### config.mk
export PLATFORM = sky130hd
export DESIGN_NAME = reg_dump_reader
export DESIGN_NICKNAME = d
export VERILOG_FILES = /design/src/rtl/reg_dump_reader.sv
export SDC_FILE = /design/constraint.sdc
export NUM_CORES = 1
export LEC_CHECK = 0
export CAP_MARGIN = 5
export CORE_MARGIN = 3
export CORE_UTILIZATION = 42
export CTS_CLUSTER_DIAMETER = 40
export CTS_CLUSTER_SIZE = 24
export DETAILED_ROUTE_END_ITERATION = 8
export GPL_TIMING_DRIVEN = 0
export MAX_ROUTING_LAYER = met4
export PLACE_DENSITY_LB_ADDON = 0.12
export SYNTH_ARGS = -nofsm -noshare
export SYNTH_HDL_FRONTEND = slang
export SYNTH_SLANG_ARGS = --single-unit
### constraint.sdc
create_clock -name Clock -period 2.4 [get_ports Clock]
set_clock_uncertainty 0.1 [all_clocks]
set_input_delay 0.36 -clock Clock [delete_from_list [all_inputs] [get_ports Clock]]
set_output_delay 0.36 -clock Clock [all_outputs]
set_load 0.1 [all_outputs]
### src/rtl/reg_dump_reader.sv
// reg_dump_reader: walks register-file port A over [FIRST_REG, LAST_REG] and
// streams each sampled value, tagged with its index, on a valid/ready link.
module reg_dump_reader #(
    parameter int unsigned FIRST_REG = 0,
    parameter int unsigned LAST_REG  = 31
) (
    input  logic        Clock,
    input  logic        Reset_n,
    input  logic        Start,
    output logic [4:0]  Ra,
    input  logic [31:0] busA,
    output logic        Busy,
    output logic [31:0] Dout,
    output logic [4:0]  Dout_idx,
    output logic        Dout_valid,
    input  logic        Dout_ready,
    output logic        Done
);

    localparam int unsigned IDX_W  = 5;
    localparam int unsigned DATA_W = 32;

    localparam logic [IDX_W-1:0] FIRST_IDX = IDX_W'(FIRST_REG);
    localparam logic [IDX_W-1:0] LAST_IDX  = IDX_W'(LAST_REG);

    typedef enum logic [1:0] {
        IDLE = 2'd0,
        READ = 2'd1,
        HOLD = 2'd2,
        FIN  = 2'd3
    } state_t;

    state_t              state_q, state_d;
    logic [IDX_W-1:0]    idx_q, idx_d;
    logic [DATA_W-1:0]   dout_q, dout_d;
    logic [IDX_W-1:0]    dout_idx_q, dout_idx_d;
    logic                dout_valid_q, dout_valid_d;
    logic                done_q, done_d;

    // State and output registers; reset aborts any dump in progress.
    always_ff @(posedge Clock or negedge Reset_n) begin
        if (!Reset_n) begin
            state_q      <= IDLE;
            idx_q        <= '0;
            dout_q       <= '0;
            dout_idx_q   <= '0;
            dout_valid_q <= 1'b0;
            done_q       <= 1'b0;
        end else begin
            state_q      <= state_d;
            idx_q        <= idx_d;
            dout_q       <= dout_d;
            dout_idx_q   <= dout_idx_d;
            dout_valid_q <= dout_valid_d;
            done_q       <= done_d;
        end
    end

    // Next-state and registered-output logic; outputs hold unless updated.
    always_comb begin
        state_d      = state_q;
        idx_d        = idx_q;
        dout_d       = dout_q;
        dout_idx_d   = dout_idx_q;
        dout_valid_d = dout_valid_q;
        done_d       = 1'b0;

        unique case (state_q)
            IDLE: begin
                if (Start) begin
                    idx_d   = FIRST_IDX;
                    state_d = READ;
                end
            end
            READ: begin
                dout_d       = busA;
                dout_idx_d   = idx_q;
                dout_valid_d = 1'b1;
                state_d      = HOLD;
            end
            HOLD: begin
                if (dout_valid_q && Dout_ready) begin
                    dout_valid_d = 1'b0;
                    if (idx_q == LAST_IDX) begin
                        done_d  = 1'b1;
                        state_d = FIN;
                    end else begin
                        idx_d   = idx_q + IDX_W'(1);
                        state_d = READ;
                    end
                end
            end
            FIN: begin
                state_d = IDLE;
            end
            default: begin
                state_d = IDLE;
            end
        endcase
    end

    // Port-A address and busy flag decoded from state; address parks at 0 when idle.
    always_comb begin
        Busy = 1'b0;
        Ra   = '0;
        if (state_q == READ || state_q == HOLD) begin
            Busy = 1'b1;
            Ra   = idx_q;
        end
    end

    assign Dout       = dout_q;
    assign Dout_idx   = dout_idx_q;
    assign Dout_valid = dout_valid_q;
    assign Done       = done_q;

endmodule

==> impl_metrics.py <==
metrics = {
    "setup_path": {
        "crit_family": "buffers and inverters",
        "worst-setup-path-type": "register to output pin",
        "cp_slowest_stage_delay_ns": 0.53,
        "worst_ep_required_time_ns": 1.94,
        "cp_cell_sequence": "inv_1 > ha_1 > and2_2 > clkdlybuf4s18_2",
        "start_kind": "register",
        "critPathArrivalTime_ns": 1.85,
        "cp-end-kind": "output pin",
        "path_max_fanout": 6,
        "critPathSlowestCell": "clkdlybuf4s18_2",
        "worst-path-buf-inv": 2,
    },
    "floorplanning": {
        "start_util": 0.454,
        "pin_count": 81,
        "fp.dieArea_um2": 5310,
        "die_width_um": 72.9,
        "die_h_um": 72.9,
        "placementRows": 23,
        "coreArea_um2": 4140,
    },
    "timing": {
        "setup_viol": 0,
        "fin_hold_ws_ns": 0.380,
        "timing.final.crit_share": 0.964,
        "drv_slew": 0,
        "finalHoldViolCount": 0,
        "slew_headroom": 0.340,
        "rsz0062_at_grt": "no",
        "worst_pin_slew_ns": 0.986,
        "fmax_mhz": 432,
        "finalCriticalPeriod_ns": 2.31,
    },
    "detailed_routing": {
        "wl_um": 4070,
        "wl_per_cell_um": 15.2,
        "dr_total_vias": 1347,
        "drtPass1Iterations": 3,
        "drc": 0,
        "ant_nets": 0,
        "drt_iter0_markers": 56,
        "via_per_inst": 5.04,
    },
    "flow_run": {
        "cap_viol_max_count": 0,
    },
    "grt": {
        "grt_pass1_wl_um": 6700,
        "overflow": 0,
        "grt_pass1_vias": 1422,
        "grt_max_degree": 35,
        "grt_usage": 0.170,
        "grt_antenna_before_repair": 0,
    },
    "cells_and_area": {
        "final_nets": 257,
        "final_common_cell": "clkdlybuf4s50_1",
        "diodes": 0,
        "stdcell_count": 267,
        "fin_area_um2": 2850,
        "final_util": 0.688,
        "multiInputGateArea_um2": 703,
        "layout-drive-gt1-share": 0.300,
        "area_delta_synth_final_pct": 51.6,
        "nFillCells": 333,
        "final_cell_mix": "clkdlybuf4s50_1 (72), dfrtp_1 (46), mux2_2 (38)",
        "seq_area_um2": 1150,
    },
    "cts": {
        "cts_max_level": 2,
        "clock_insertion_delay_worst_skew_ns": 0.29,
        "tritoncts": "yes",
        "cts_made_buffers": 5,
        "clockBufferDepth": 2,
        "cts.clk_slew.worst_paths_ns": 0.08,
        "cts_setup_buffers": 0,
        "root_buffer": "clkbuf_8",
        "clkSinkCount": 46,
    },
    "placement": {
        "gp_congestion": 0.773,
        "io_buffers": 80,
        "hpwl_um": 3100,
        "dp_cells": 258,
        "placed_area_um2": 2760,
    },
    "synth": {
        "yosys.area_share.xor_xnor": 0,
        "synth.distinct_cells": 24,
        "synth_fa_ha_area_frac": 0.0333,
        "synthCells": 127,
        "synth_top_area_cell": "dfrtp_1",
        "synth_mux_area_frac": 0.228,
        "synth-compound-area-share": 0.0466,
        "synth_top_family_by_area": "multiplexers",
        "yosysWarnings": 0,
        "yosys.area_share.simple": 0.0632,
        "yosys-top-cells-area": "dfrtp_1 (61%), mux2_2 (23%), ha_1 (3.3%)",
        "syn_area_per_cell_um2": 14.8,
        "synth-seq-cells": 46,
        "synth_top_area_share": 0.613,
        "ys_seq_area_frac": 0.613,
        "syn-cell-area_um2": 1880,
        "syn_nets": 168,
    },
    "run_status": {
        "status": "completed",
    },
    "hold_path": {
        "hp-class": "primary input to async pin",
    },
}
-- area by class of cell --
cell class / instances / area share
buffer: 4 / 0.00703
clock buffer: 7 / 0.0303
clock inverter: 1 / 0.00176
inverter: 3 / 0.00395
multi-input combinational: 74 / 0.247
sequential: 46 / 0.404
tap: 50 / 0.0220
timing repair buffer: 82 / 0.284
-- path summary, 6_finish.rpt --
kind / start / cells after the start / endpoint / slack, ns
min in group Clock: state_q[1]$_DFFE_PN0P_ / 1 / state_q[1]$_DFFE_PN0P_ / 0.40
max reg2reg: idx_q[0]$_DFFE_PN0P_ / 6 / idx_q[2]$_DFFE_PN0P_ / 0.27
min: Reset_n / 2 / state_q[0]$_DFFE_PN0P_ / 0.38
min reg2reg: state_q[1]$_DFFE_PN0P_ / 1 / state_q[1]$_DFFE_PN0P_ / 0.40
max in group asynchronous: Reset_n / 3 / Dout_idx[0]$_DFFE_PN0P_ / 1.34
max: state_q[0]$_DFFE_PN0P_ / 4 / Ra[2] / 0.09
-- Yosys cell counts --
library cell / n
a21boi_0: 1
nor2_1: 5
o22ai_1: 1
a221o_1: 1
buf_2: 4
o31a_1: 1
nand3_1: 1
nor2b_1: 2
nand2_1: 2
nand3b_1: 1
ha_1: 5
inv_1: 3
dfrtp_1: 46
a221o_2: 1
a211o_1: 1
nand4b_1: 1
a22o_2: 2
o22a_1: 1
nor4b_1: 1
and3_1: 1
mux2_2: 38
a31oi_1: 1
nor4_1: 1
and2_1: 6
-- stage by stage --
stage               worst slack, ns  setup TNS [ns]
detailed placement           -0.201           -1.02
floorplan                   0.00848               0
CTS                          0.0186               0
global route               0.000427               0
global placement             -0.309          -14.79
finish                       0.0860               0
-- layer usage --
layer,vias to the layer above,routed length [um],global-route usage
met5,-,0,-
met4,0,44,0.0430
met3,6,321,0.0647
met2,47,2020,0.267
met1,664,1680,0.206
li1,630,-,-
-- registers in the layout (all words and copies together) (netlist names) --
register / cells
Done: 1
Dout: 32
Dout_idx: 5
Dout_valid: 1
idx_q: 5
state_q: 2
-- logic make-up after synthesis --
family / after synthesis
AO/OA/AOI/OAI: 10
adder cells (fa/ha/maj): 5
buffers and inverters: 7
flip-flops: 46
multiplexers: 38
AND/OR/NAND/NOR: 21
-- timing repair --
action	in CTS	in global routing
resized for setup	18	10
pin swaps	0	0
hold buffers	1	0
endpoints found under the hold margin	12	0
setup endpoints to repair	6	6
gates cloned	0	0
Power is not shown: default switching activity piles up to over one toggle a cycle in this logic, so the estimate is an artifact.
